$ cat src/rtl/gpu_pkg.sv
// Shared definitions for the GPU graphics DMA channel: FSM encoding and address widths.
package gpu_pkg;

    localparam int SDR_AW = 23;
    localparam int DMA_AW = 14;
    localparam int CNT_W  = 3;

    typedef enum logic [1:0] {
        ST_IDLE = 2'd0,
        ST_CMD  = 2'd1,
        ST_DATA = 2'd2
    } dma_state_e;

endpackage : gpu_pkg

$ cat src/rtl/gpu_dma_reader.sv
// Per-layer DMA responder: turns slot-strobed fetch requests into fixed-length
// SDRAM read bursts and returns the words one per cycle through a registered port.
module gpu_dma_reader
    import gpu_pkg::*;
#(
    parameter logic [SDR_AW-1:0] BASE_ADDR = 23'h000000,
    parameter int                SLOT      = 2,
    parameter int                BURST     = 2
) (
    input  logic              clk,
    input  logic              rst_n,
    input  logic [3:0]        ram_cyc,
    input  logic [3:0]        ram_ph,
    input  logic [15:2]       dma_addr,
    input  logic              dma_rden,
    output logic              dma_data_vld,
    output logic [15:0]       dma_data,
    output logic              sdr_req,
    output logic [SDR_AW-1:0] sdr_addr,
    input  logic              sdr_ack,
    input  logic              sdr_rvld,
    input  logic [15:0]       sdr_rdata,
    output logic              ovf
);

    dma_state_e        state_q, state_d;
    logic [CNT_W-1:0]  cnt_q, cnt_d;
    logic [SDR_AW-1:0] addr_q, addr_d;
    logic              vld_q, vld_d;
    logic [15:0]       data_q, data_d;
    logic              ovf_q, ovf_d;
    logic              stb;
    logic              req_hit;

    assign stb     = ram_cyc[SLOT] & ram_ph[0];
    assign req_hit = stb & dma_rden;

    always_comb begin
        state_d = state_q;
        cnt_d   = cnt_q;
        addr_d  = addr_q;
        vld_d   = 1'b0;
        data_d  = data_q;
        ovf_d   = ovf_q;

        // A request arriving while a burst is outstanding is dropped and flagged.
        if (req_hit && (state_q != ST_IDLE)) begin
            ovf_d = 1'b1;
        end

        case (state_q)
            ST_IDLE: begin
                if (req_hit) begin
                    addr_d  = BASE_ADDR + SDR_AW'({dma_addr, 1'b0});
                    cnt_d   = CNT_W'(BURST);
                    state_d = ST_CMD;
                end
            end
            ST_CMD: begin
                // A read word coincident with the ack belongs to nobody; it is not counted.
                if (sdr_ack) begin
                    state_d = ST_DATA;
                end
            end
            ST_DATA: begin
                if (sdr_rvld) begin
                    vld_d  = 1'b1;
                    data_d = sdr_rdata;
                    cnt_d  = cnt_q - CNT_W'(1);
                    if (cnt_q <= CNT_W'(1)) begin
                        cnt_d   = '0;
                        state_d = ST_IDLE;
                    end
                end
            end
            default: begin
                state_d = ST_IDLE;
                cnt_d   = '0;
            end
        endcase
    end

    always_ff @(posedge clk or negedge rst_n) begin
        if (!rst_n) begin
            state_q <= ST_IDLE;
            cnt_q   <= '0;
            addr_q  <= '0;
            vld_q   <= 1'b0;
            data_q  <= '0;
            ovf_q   <= 1'b0;
        end else begin
            state_q <= state_d;
            cnt_q   <= cnt_d;
            addr_q  <= addr_d;
            vld_q   <= vld_d;
            data_q  <= data_d;
            ovf_q   <= ovf_d;
        end
    end

    // Request follows the state directly so the ack cycle drops it without a lag.
    assign sdr_req      = (state_q == ST_CMD);
    assign sdr_addr     = addr_q;
    assign dma_data_vld = vld_q;
    assign dma_data     = data_q;
    assign ovf          = ovf_q;

endmodule : gpu_dma_reader

$ cat config.mk
export PLATFORM = sky130hd
export DESIGN_NAME = gpu_dma_reader
export DESIGN_NICKNAME = d
export VERILOG_FILES = /design/src/rtl/gpu_pkg.sv /design/src/rtl/gpu_dma_reader.sv
export SDC_FILE = /design/constraint.sdc
export NUM_CORES = 1
export LEC_CHECK = 0
export CAP_MARGIN = 30
export CORE_ASPECT_RATIO = 0.6
export CORE_UTILIZATION = 35
export CTS_CLUSTER_SIZE = 14
export DETAILED_ROUTE_END_ITERATION = 16
export GPL_ROUTABILITY_DRIVEN = 0
export PLACE_DENSITY = 0.78
export SYNTH_ARGS = -nofsm -noshare
export SYNTH_HDL_FRONTEND = slang
export SYNTH_SLANG_ARGS = --single-unit
$ cat constraint.sdc
create_clock -name clk -period 1.4 [get_ports clk]
set_input_delay 0.21 -clock clk [delete_from_list [all_inputs] [get_ports clk]]
set_output_delay 0.21 -clock clk [all_outputs]
set_load 0.02 [all_outputs]
==> out/results.ini <==
[run_status]
run_status = finished with violations
violations = setup timing

[grt]
grt_util_met1 = 0.209
grt_overflow = 0
antenna_found_initial = 0
grt_max_degree = 38
grt_pass1_vias = 1160
met2_usage = 0.280
busiest_layer = met2
grt_pass1_wl_mm = 5.85
grt_use_met3 = 0.0498
grt_usage = 0.168

[worst_setup_path]
crit_path_max_incr_delay_ns = 0.40
crit_path_start_kind = flop
end_kind = flop
cp_cell_sequence = buf_6, nor3_4, buf_12, mux2_2
cp.required_ns = 1.57
worstPathMaxFanout = 14
crit_slowest_cell = dfrtp_1
arrival_ns = 1.59
worstSetupPathType = reg2reg

[final_layout]
fin_nets = 238
areaGrowthSynthToFinish_pct = 55.7
fillers = 349
fin_cells = 254
num_antenna_cells = 0
final_common_cell = dfrtp_1
final_cell_mix = dfrtp_1 (37), clkdlybuf4s50_1 (35), dlygate4sd2_1 (32)
drive_gt1_frac = 0.284

[timing]
fmax_mhz = 702
fin_setup_tns_ns = -0.188
min_period_ns = 1.42
slew_violations = 0
hold_viol = 0
hold_slack_ns = 0.480
setup_ws_ns = -0.0239
fin_crit_sh = 1.02
finalSetupViolations = 11
fin_skew_ns = 0.00635
rsz0062_at_grt = true

[synth]
synth_simple_gate_area_frac = 0.0532
yosys.cell_types.count = 24
netlist.area_leader.share = 0.579
synth-compound-area-share = 0.0524
synth_area_um2 = 1600
synth_xor_area_frac = 0
synth.mux.area_fraction = 0.228
ys_seq_area_frac = 0.579
yosysWarnings = 0
avgSynthCellArea_um2 = 14.5
synth_top_cell_by_area = dfrtp_1
syn-instance-count = 110
synth_top_family_by_area = multiplexers
yosys-top-cells-area = dfrtp_1 (58%), mux2_2 (16%), mux2_4 (6.6%), buf_4 (4.2%), ha_1 (1.6%)
synthAdderAreaFrac = 0.0156
ys_ff_latch = 37

[power]
seq_power_share = 0.355
power_mw = 5.25
power_density_nw_per_um2 = 2110
combPwrFrac = 0.465
p_sw_mw = 1.89
p_leak_nw = 1.18
p_int_mw = 3.36
vdd_ir_drop_max_mv = 0.838
pwr-share-clk = 0.180
p_sw_frac = 0.360

[cts]
numCtsBuffers = 5
cts_root_buf = clkbuf_8
cts-htree-levels = 2
clk_pin_slew_ns = 0.07
clock_sinks = 37
clk_latency_ns = 0.28
cts_tree = yes
cts.path.max_buffers = 2

[min_path]
hold_class = reg2reg

[routing]
drt-initial-drc-count = 24
route.detailed.drc = 0
postRouteAntennaNets = 0
wl_per_cell_um = 14.2
wl_mm = 3.60
dr.pass1.iters = 4
viasPerCell = 4.44
vias = 1129

[job]
drv_cap = 0

[floorplanning]
core_area_um2 = 4230
start_util = 0.378
fp-row-count = 18
die_h_um = 54.4
die_w_um = 89.3
die-area_um2 = 4860
io_pins = 85

[placement]
dp_cells = 244
io_buffers = 69
dpl.hpwl_mm = 2.62

-- cell usage after synthesis, drive strengths merged --
cell    count
o311ai      1
inv         6
nor2        2
dfrtp      37
o31ai       1
nand3       1
buf        11
o21ai       3
o22ai       1
o21ba       1
nor2b       1
nand2b      1
nor3        1
o32ai       1
conb        1
nand2       6
nand4       1
ha          2
o21bai      1
a21oi       1
mux2       30
-- timing repair --
action,4_1_cts,5_1_grt
hold endpoints to repair,37,0
setup endpoints to repair,47,21
resized for setup,38,4
gates cloned,0,0
buffers inserted,0,1
pin swaps,0,1
hold buffers,1,0
-- layer usage --
layer | share of wire | up-vias | wire length [um]
li1 | - | 523 | -
met4 | 0.0039 | 0 | 14
met2 | 0.50 | 39 | 1800
met1 | 0.44 | 564 | 1590
met3 | 0.055 | 3 | 199
met5 | 0 | - | 0
-- layout make-up --
type                    instances  area, um2  share of cell area
flip-flops and latches         37        926               0.372
clock buffers                   7       86.3              0.0347
clock inverters                 1       30.0              0.0121
repair buffers                 79        734               0.295
inverters                       6       22.5             0.00904
multi-input cells              64        617               0.248
well taps                      60       75.1              0.0301
-- state kept, by name, indices dropped and copies added, names as in the netlist --
signal / count
ovf: 1
dma_data: 16
sdr_addr: 14
state_q: 2
cnt_q: 3
dma_data_vld: 1
-- worst max-delay path: cells and delay by family (launching register included) --
| family | cells | cell delay (ns) |
|---|---|---|
| multiplexers | 1 | 0.34 |
| buffers and inverters | 2 | 0.32 |
| AND/OR/NAND/NOR | 1 | 0.24 |
| flip-flops | 1 | 0.40 |
-- power by group through the flow --
stage / sequential [mW] / clock, mW / combinational (mW)
after global placement: 1.85 / 0 / 2.67
after floorplan: 2.44 / 0 / 0.903
after CTS: 1.87 / 0.975 / 2.43
after detailed placement: 1.90 / 0 / 2.73
final: 1.87 / 0.943 / 2.44
after global routing: 1.94 / 1.02 / 2.61
-- worst paths after layout --
check,end,from,slack [ns],cells past startpoint
worst max-delay path,sdr_addr[13],state_q[1],-0.02,4
worst min-delay path,ovf,ovf,0.48,1
worst max register to register,sdr_addr[13],state_q[1],-0.02,4
worst min register to register,ovf,ovf,0.48,1
max in group asynchronous,dma_data[11],rst_n,0.57,3
min in group asynchronous,sdr_addr[11],rst_n,0.50,3
-- cell families after synthesis --
| group | count (synthesis) |
|---|---|
| buffers and inverters | 17 |
| AO/OA/AOI/OAI | 10 |
| multiplexers | 30 |
| flip-flops | 37 |
| other | 1 |
| AND/OR/NAND/NOR | 13 |
| adder cells (fa/ha/maj) | 2 |
-- stage by stage --
| step | area [um2] | worst slack [ns] | utilization |
|---|---|---|---|
| after floorplan | 1630 | 0.0490 | - |
| after global placement | 2370 | -0.287 | 0.561 |
| after detailed placement | 2370 | -0.334 | 0.561 |
| after CTS | 2470 | -0.00570 | 0.584 |
| after global routing | 2490 | -0.0642 | 0.588 |
| final | 2490 | -0.0239 | 0.588 |
Power figures use the tool's default switching activity.
